$ cat src/rtl/image_spec_pkg.sv
// Shared types and constants for the image-spec transmit path and its receiver-side address math.
package image_spec_pkg;

  typedef enum logic [1:0] {IDLE, SEND, GAP, DONE} spec_tx_state_t;

  localparam int SPEC_BYTES = 4;
  localparam logic [31:0] IMG_BASE_ADDR = 32'h0800_0000;

endpackage

$ cat src/rtl/image_spec_tx.sv
// Byte-serial sender of {n_colum, n_row}, MSB first; first byte one cycle after start.
// Valid/ready: a byte and its index hold while out_ready is low; optional forced gap between bytes.
module image_spec_tx
  import image_spec_pkg::*;
#(
  parameter int FIELD_W    = 16,
  parameter int GAP_CYCLES = 0
) (
  input  logic               clk,
  input  logic               n_rst,
  input  logic               start,
  input  logic [FIELD_W-1:0] n_colum_in,
  input  logic [FIELD_W-1:0] n_row_in,
  output logic [7:0]         out_data,
  output logic               out_valid,
  input  logic               out_ready,
  output logic               busy,
  output logic               done,
  output logic               err_zero_dim
);

  localparam int          NBYTES   = 2 * FIELD_W / 8;
  localparam logic [1:0]  IDX_LAST = 2'(NBYTES - 1);
  localparam logic [3:0]  GAP_LOAD = (GAP_CYCLES > 0) ? 4'(GAP_CYCLES - 1) : 4'd0;

  generate
    if (NBYTES > SPEC_BYTES || FIELD_W < 8 || (FIELD_W % 8) != 0 ||
        GAP_CYCLES < 0 || GAP_CYCLES > 15) begin : g_param_check
      $error("image_spec_tx: FIELD_W must be 8 or 16 and GAP_CYCLES 0..15");
    end
  endgenerate

  spec_tx_state_t           state, state_nxt;
  logic [1:0]               idx;
  logic [3:0]               gap_cnt;
  logic [2*FIELD_W-1:0]     cap;
  logic                     err_q;
  logic                     dims_ok;

  assign dims_ok      = (n_colum_in != '0) && (n_row_in != '0);
  assign err_zero_dim = err_q;

  always_ff @(posedge clk or negedge n_rst) begin
    if (!n_rst) state <= IDLE;
    else        state <= state_nxt;
  end

  always_comb begin
    state_nxt = state;
    case (state)
      IDLE: if (start && dims_ok) state_nxt = SEND;
      SEND: begin
        if (out_ready) begin
          if (idx == IDX_LAST)     state_nxt = DONE;
          else if (GAP_CYCLES > 0) state_nxt = GAP;
          else                     state_nxt = SEND;
        end
      end
      GAP:  if (gap_cnt == 4'd0) state_nxt = SEND;
      DONE: state_nxt = IDLE;
      default: state_nxt = IDLE;
    endcase
  end

  always_comb begin
    out_valid = (state == SEND);
    busy      = (state == SEND) || (state == GAP);
    done      = (state == DONE);
    out_data  = 8'h00;
    if (state == SEND) begin
      for (int b = 0; b < NBYTES; b++) begin
        if (idx == 2'(b)) out_data = cap[(NBYTES-1-b)*8 +: 8];
      end
    end
  end

  // Capture only in IDLE so mid-frame input changes and repeated starts cannot disturb the frame.
  always_ff @(posedge clk or negedge n_rst) begin
    if (!n_rst) begin
      idx     <= 2'd0;
      gap_cnt <= 4'd0;
      cap     <= '0;
      err_q   <= 1'b0;
    end else begin
      err_q <= 1'b0;
      case (state)
        IDLE: begin
          if (start) begin
            cap   <= {n_colum_in, n_row_in};
            idx   <= 2'd0;
            err_q <= !dims_ok;
          end
        end
        SEND: begin
          if (out_ready) begin
            if (idx != IDX_LAST) idx <= idx + 2'd1;
            gap_cnt <= GAP_LOAD;
          end
        end
        GAP:     gap_cnt <= gap_cnt - 4'd1;
        default: ;
      endcase
    end
  end

endmodule
$ cat config.mk
export PLATFORM = sky130hd
export DESIGN_NAME = image_spec_tx
export DESIGN_NICKNAME = d
export VERILOG_FILES = /design/src/rtl/image_spec_pkg.sv /design/src/rtl/image_spec_tx.sv
export SDC_FILE = /design/constraint.sdc
export NUM_CORES = 1
export LEC_CHECK = 0
export ABC_AREA = 1
export CAP_MARGIN = 30
export CORE_MARGIN = 10
export CORE_UTILIZATION = 35
export DETAILED_ROUTE_END_ITERATION = 6
export GPL_TIMING_DRIVEN = 1
export HOLD_SLACK_MARGIN = 0.12
export SYNTH_ARGS = -nofsm -noshare
export SYNTH_HDL_FRONTEND = slang
export SYNTH_SLANG_ARGS = --single-unit
export TNS_END_PERCENT = 30
$ cat constraint.sdc
create_clock -name clk -period 2.5 [get_ports clk]
set_clock_uncertainty 0.15 [all_clocks]
set_input_delay 0.5 -clock clk [delete_from_list [all_inputs] [get_ports clk]]
set_output_delay 0.5 -clock clk [all_outputs]
set_load 0.05 [all_outputs]
* Word-level counts from Yosys, hierarchy flattened
Cells that the tools add are included.
Word-level totals: bits in registers 41, bits in latches 0, RAM bits 0, memory bits (read-only) 0, input port bits 36, output and inout port bits 12, logic and storage cells 52, memories kept 0
Operators by class: add/sub/neg operators 2, $mul 0, div/mod/pow operators 0, magnitude comparators 0, equality and inequality tests 12, shift operators 0, muxes and demuxes 18, bitwise operators 0, reduce and logical (&&, ||, !) cells 15
Operators with widths (count):
- 8-bit 2-to-1 mux | 5
- 16-bit nonzero test | 2
- 2-bit 2-to-1 mux | 7
- 2-bit == test, second input constant | 4
- 2-bit inequality test, second input constant | 4
- 2-bit one-hot mux with 4 select lines | 1
- 4-bit one-hot mux with 2 select lines | 1
- 2-bit by 1-bit == test with 1-bit output, second input constant | 2
- 2-bit zero test | 2
- 4-bit zero test | 1
- 4-bit 2-to-1 mux | 1
- 2-bit by 1-bit inequality test with 1-bit output, second input constant | 2
- 2-bit one-hot mux with 2 select lines | 1
- 2-bit AND reduction | 2
- 4-bit AND reduction | 1
- 2-bit nonzero test | 2
- 4-bit by 1-bit subtractor with 4-bit output, second input constant | 1
- 3-bit AND reduction | 1
- 2-bit by 1-bit adder with 2-bit output, second input constant | 1
- 1-bit logical AND | 2
- 1-bit 2-to-1 mux | 2
- 1-bit zero test | 1
- 1-bit logical OR | 1

* Depth between registers and ports, before layout
depth in word-level cells 6, gate-level depth with buffers 10, gate-level depth less buffers 10

* Worst setup path before layout
Ideal clock, no wire load.
path kind flip-flop to output port, from reg state[1], to out out_data[7], arrival time 2.364 ns, required time 1.850 ns, slack -0.514 ns, stages on the path, launching flop included 5, buffers on the path 0, cell sequence dfrtp_1 inv_1 ha_1 inv_2 o31ai_1
Between the ends: longest elaborated chain between the ends 2
Ends and longest elaborated chain:
- start: declaration | line image_spec_tx.sv:33 | spec_tx_state_t state, state_nxt;
- start signal: assignment | line image_spec_tx.sv:45 | else state <= state_nxt;
- 2-bit by 1-bit == test with 1-bit output
- net out_valid | line image_spec_tx.sv:15 | output logic out_valid,
- 8-bit 2-to-1 mux | line image_spec_tx.sv:70 | if (state == SEND) begin
- end: declaration | line image_spec_tx.sv:14 | output logic [7:0] out_data,
The timed path passes the listed nets, and every way through them passes these cells.

* Final worst setup path
from reg idx[0], to out out_data[7]
Between the ends: longest elaborated chain between the ends 6, elaborated cells on any way between the ends 9, classes of those cells 3 x eq/ne; 5 x mux; 1 x reduce/logical
Ends and longest elaborated chain:
- start: declaration | line image_spec_tx.sv:34 | logic [1:0] idx;
- start signal: assignment | line image_spec_tx.sv:96 | if (idx != IDX_LAST) idx <= idx + 2'd1;
- 2-bit zero test | line image_spec_tx.sv:72 | if (idx == 2'(b)) out_data = cap[(NBYTES-1-b)*8 +: 8];
- 8-bit 2-to-1 mux (3 in series) | line image_spec_tx.sv:72
- 8-bit 2-to-1 mux * | line image_spec_tx.sv:72
- 8-bit 2-to-1 mux * | line image_spec_tx.sv:70
Mark *: on every way between the ends. The rest lies on a longest branch, timed or not.

==> metrics.yaml <==
nets: 384
cts_tree: "done"
vias_per_cell: 4.81
syn_area_per_cell_um2: 7.62
grt_max_degree: 31
reg2reg_from: "state[1]$_DFFE_PN0P_"
critPathArrivalTime_ns: 1.83
clock_sink_count: 41
die_w_um: 98.5
holdPathStages: 2
ff2ff_path_depth: 10
num_vias: 1988
cp_top_family: "flip-flops"
worst_pin_slew_ns: 0.559
end_kind: "output pin"
dp_hpwl_um: 4500
critPathBufInv: 3
dieHeight_um: 98.5
root_buffer: "clkbuf_8"
layout_min_cycle_time_ns: 2.48
finalMaxSlewViolations: 0
drt-initial-drc-count: 74
rsz0062_at_grt: "yes"
p_per_area_mw_per_mm2: 1350
antennaDiodeCount: 0
rows: 28
yosys.area.top_type: "dfrtp_1"
die_area_mm2: 0.00970
p_leak_nw: 1.47
track_usage_pct: 12.1
synth_top_area_share_pct: 47.6
ant_nets: 0
setup_viol: 0
core_area_mm2: 0.00596
slowest_stage: "dfrtp_2"
min-delay-start: "cap[4]$_DFFE_PN0P_"
critPathMaxFanout: 8
start_util_pct: 36.2
cts_buffers: 5
drive_above_1_share_pct: 15.7
status: "finished clean"
ctsHtreeMaxLevel: 2
start_kind: "flop"
finalCritPeriodShare_pct: 99.2
timing.final.hold_violations: 0
seq_area_mm2: 0.00103
r2r_setup_slack_ns: 0.69
fillers: 621
path_cells: "inv_4, ha_4, inv_4, nor2_8, nand2_1, nand2_1, o21ai_2, o31ai_4, clkbuf_16"
dr.pass1.iters: 4
grt_first_pass_wirelength_um: 9800
antenna_found_initial: 0
clk_latency_ns: 0.29
yosys_warnings: 0
rr_endpoint: "gap_cnt[2]$_DFFE_PN0P_"
place_inst: 401
synth_area_mm2: 0.00216
multi_input_area_mm2: 0.00109
ios: 48
route.detailed.wl_per_inst_um: 14.1
relSlewSlack_pct: 62.7
synth-seq-area-share_pct: 47.6
layout_common_cells: "nand2_1 (125), dfrtp_1 (40), clkdlybuf4s50_1 (36)"
io_buffer_count: 47
total_power_mw: 4.10
yosys-top-cells-area: "dfrtp_1 (48%), nand2_1 (22%), ha_1 (6.4%)"
cpPeakStageDelay_ns: 0.46
cts_buffer_depth: 2
finish.utilization_pct: 50.8
area_growth_pct: 40.4
grt_pass1_vias: 2055
cp.required_ns: 1.85
drv_cap: 0
syn_inst: 283
gp_congestion: 0.764
clk_pin_slew_ns: 0.08
final_common_cell: "nand2_1"
hold_path_end: "cap[4]$_DFFE_PN0P_"
syn-num-nets: 330
timing.setup.tns_ns: 0
synthDistinctLibCells: 21
worst_slack_ns: 0.0195
crit_type: "flop to output pin"
drt-total-wl_um: 5840
ys_ff_latch: 41
dp_slack_ns: 0.131
layoutNonFillerInstCount: 413
route.detailed.drc: 0
hold_path_class: "flop to flop"
fmax_mhz: 403
ir_drop_mv: 1.52
overflow: 0
## through the flow
stage	instance area, um^2	hold WS, ns
after global routing	3030	0.347
after detailed placement	2810	0.310
after global placement	2810	0.310
after CTS	2960	0.332
after floorplan	2180	0.0544
final	3030	0.326
## per-layer routing
metal / up-vias / wire length (um) / global-route usage (%)
met4: 0 / 70 / 3.97
met2: 36 / 2930 / 21.0
met1: 941 / 2600 / 14.3
met3: 4 / 244 / 2.86
met5: - / 0 / 0
li1: 1007 / - / -
## worst reg2reg max path: cells and delay by family, from the launching register on
| family | cells | cell delay [ns] |
|---|---|---|
| adder cells (fa/ha/maj) | 1 | 0.35 |
| AND/OR/NAND/NOR | 2 | 0.17 |
| flip-flops | 1 | 0.43 |
| buffers and inverters | 4 | 0.35 |
| AO/OA/AOI/OAI | 3 | 0.29 |
## where the power goes
group / switching, mW / internal, mW / leakage, nW
combinational: 1.40 / 0.990 / 0.900
sequential: 0.197 / 0.956 / 0.514
clock: 0.226 / 0.326 / 0.0585
total: 1.83 / 2.27 / 1.47
## state kept, by name, summed over array words and instances (netlist names)
| register | cells |
|---|---|
| cap | 32 |
| gap_cnt | 4 |
| idx | 2 |
| state | 2 |
| err_zero_dim | 1 |
## repair_timing
item | in CTS | in global routing
hold buffers | 1 | 0
resized for setup | 9 | 14
pin swaps | 1 | 6
setup endpoints to repair | 8 | 8
hold endpoints to repair | 22 | 0
cloned | 0 | 1
buffers inserted | 0 | 2
## how the worst max path moves through the flow
stage	endpoint	cells past startpoint	startpoint	slack (ns)
after global placement	out_data[1]	7	idx[1]$_DFFE_PN0P_	0.20
final	out_data[7]	9	idx[0]$_DFFE_PN0P_	0.02
after CTS	out_data[7]	9	idx[0]$_DFFE_PN0P_	-0.03
after floorplan	out_data[1]	5	state[1]$_DFFE_PN0P_	-0.09
after global routing	out_data[7]	9	idx[0]$_DFFE_PN0P_	-0.08
after detailed placement	out_data[2]	8	idx[1]$_DFFE_PN0P_	0.13
## synthesized netlist by cell type
cell and number:
nand2_1 125, dfrtp_1 41, nor2_1 22, o21ai_0 18
inv_1 16, a21oi_1 11, ha_1 11, a22oi_1 7
nand3_1 7, clkbuf_1 5, buf_2 4, inv_2 3
o21ai_1 3, nor3_1 2, o22ai_1 2, buf_4 1
nand2_2 1, nor2_4 1, nor2_8 1, o21ai_2 1
o31ai_1 1
## area by class of cell
| cell class | instances | share of cell area, % |
|---|---|---|
| Clock buffer | 7 | 2.85 |
| Clock inverter | 1 | 0.992 |
| Inverter | 19 | 2.64 |
| Multi-Input combinational cell | 213 | 35.9 |
| Sequential cell | 41 | 33.9 |
| Tap cell | 75 | 3.10 |
| Timing Repair Buffer | 56 | 20.3 |
| Timing Repair inverter | 1 | 0.248 |
## cells by family (layout without fill, tap and decap cells)
kind of cell,after synthesis,after routing,share of synthesized area [%]
AND/OR/NAND/NOR,159,159,29.4
AO/OA/AOI/OAI,43,43,11.2
buffers and inverters,29,84,5.45
flip-flops,41,41,47.6
adder cells (fa/ha/maj),11,11,6.38
(Power assumes the default switching activity.)
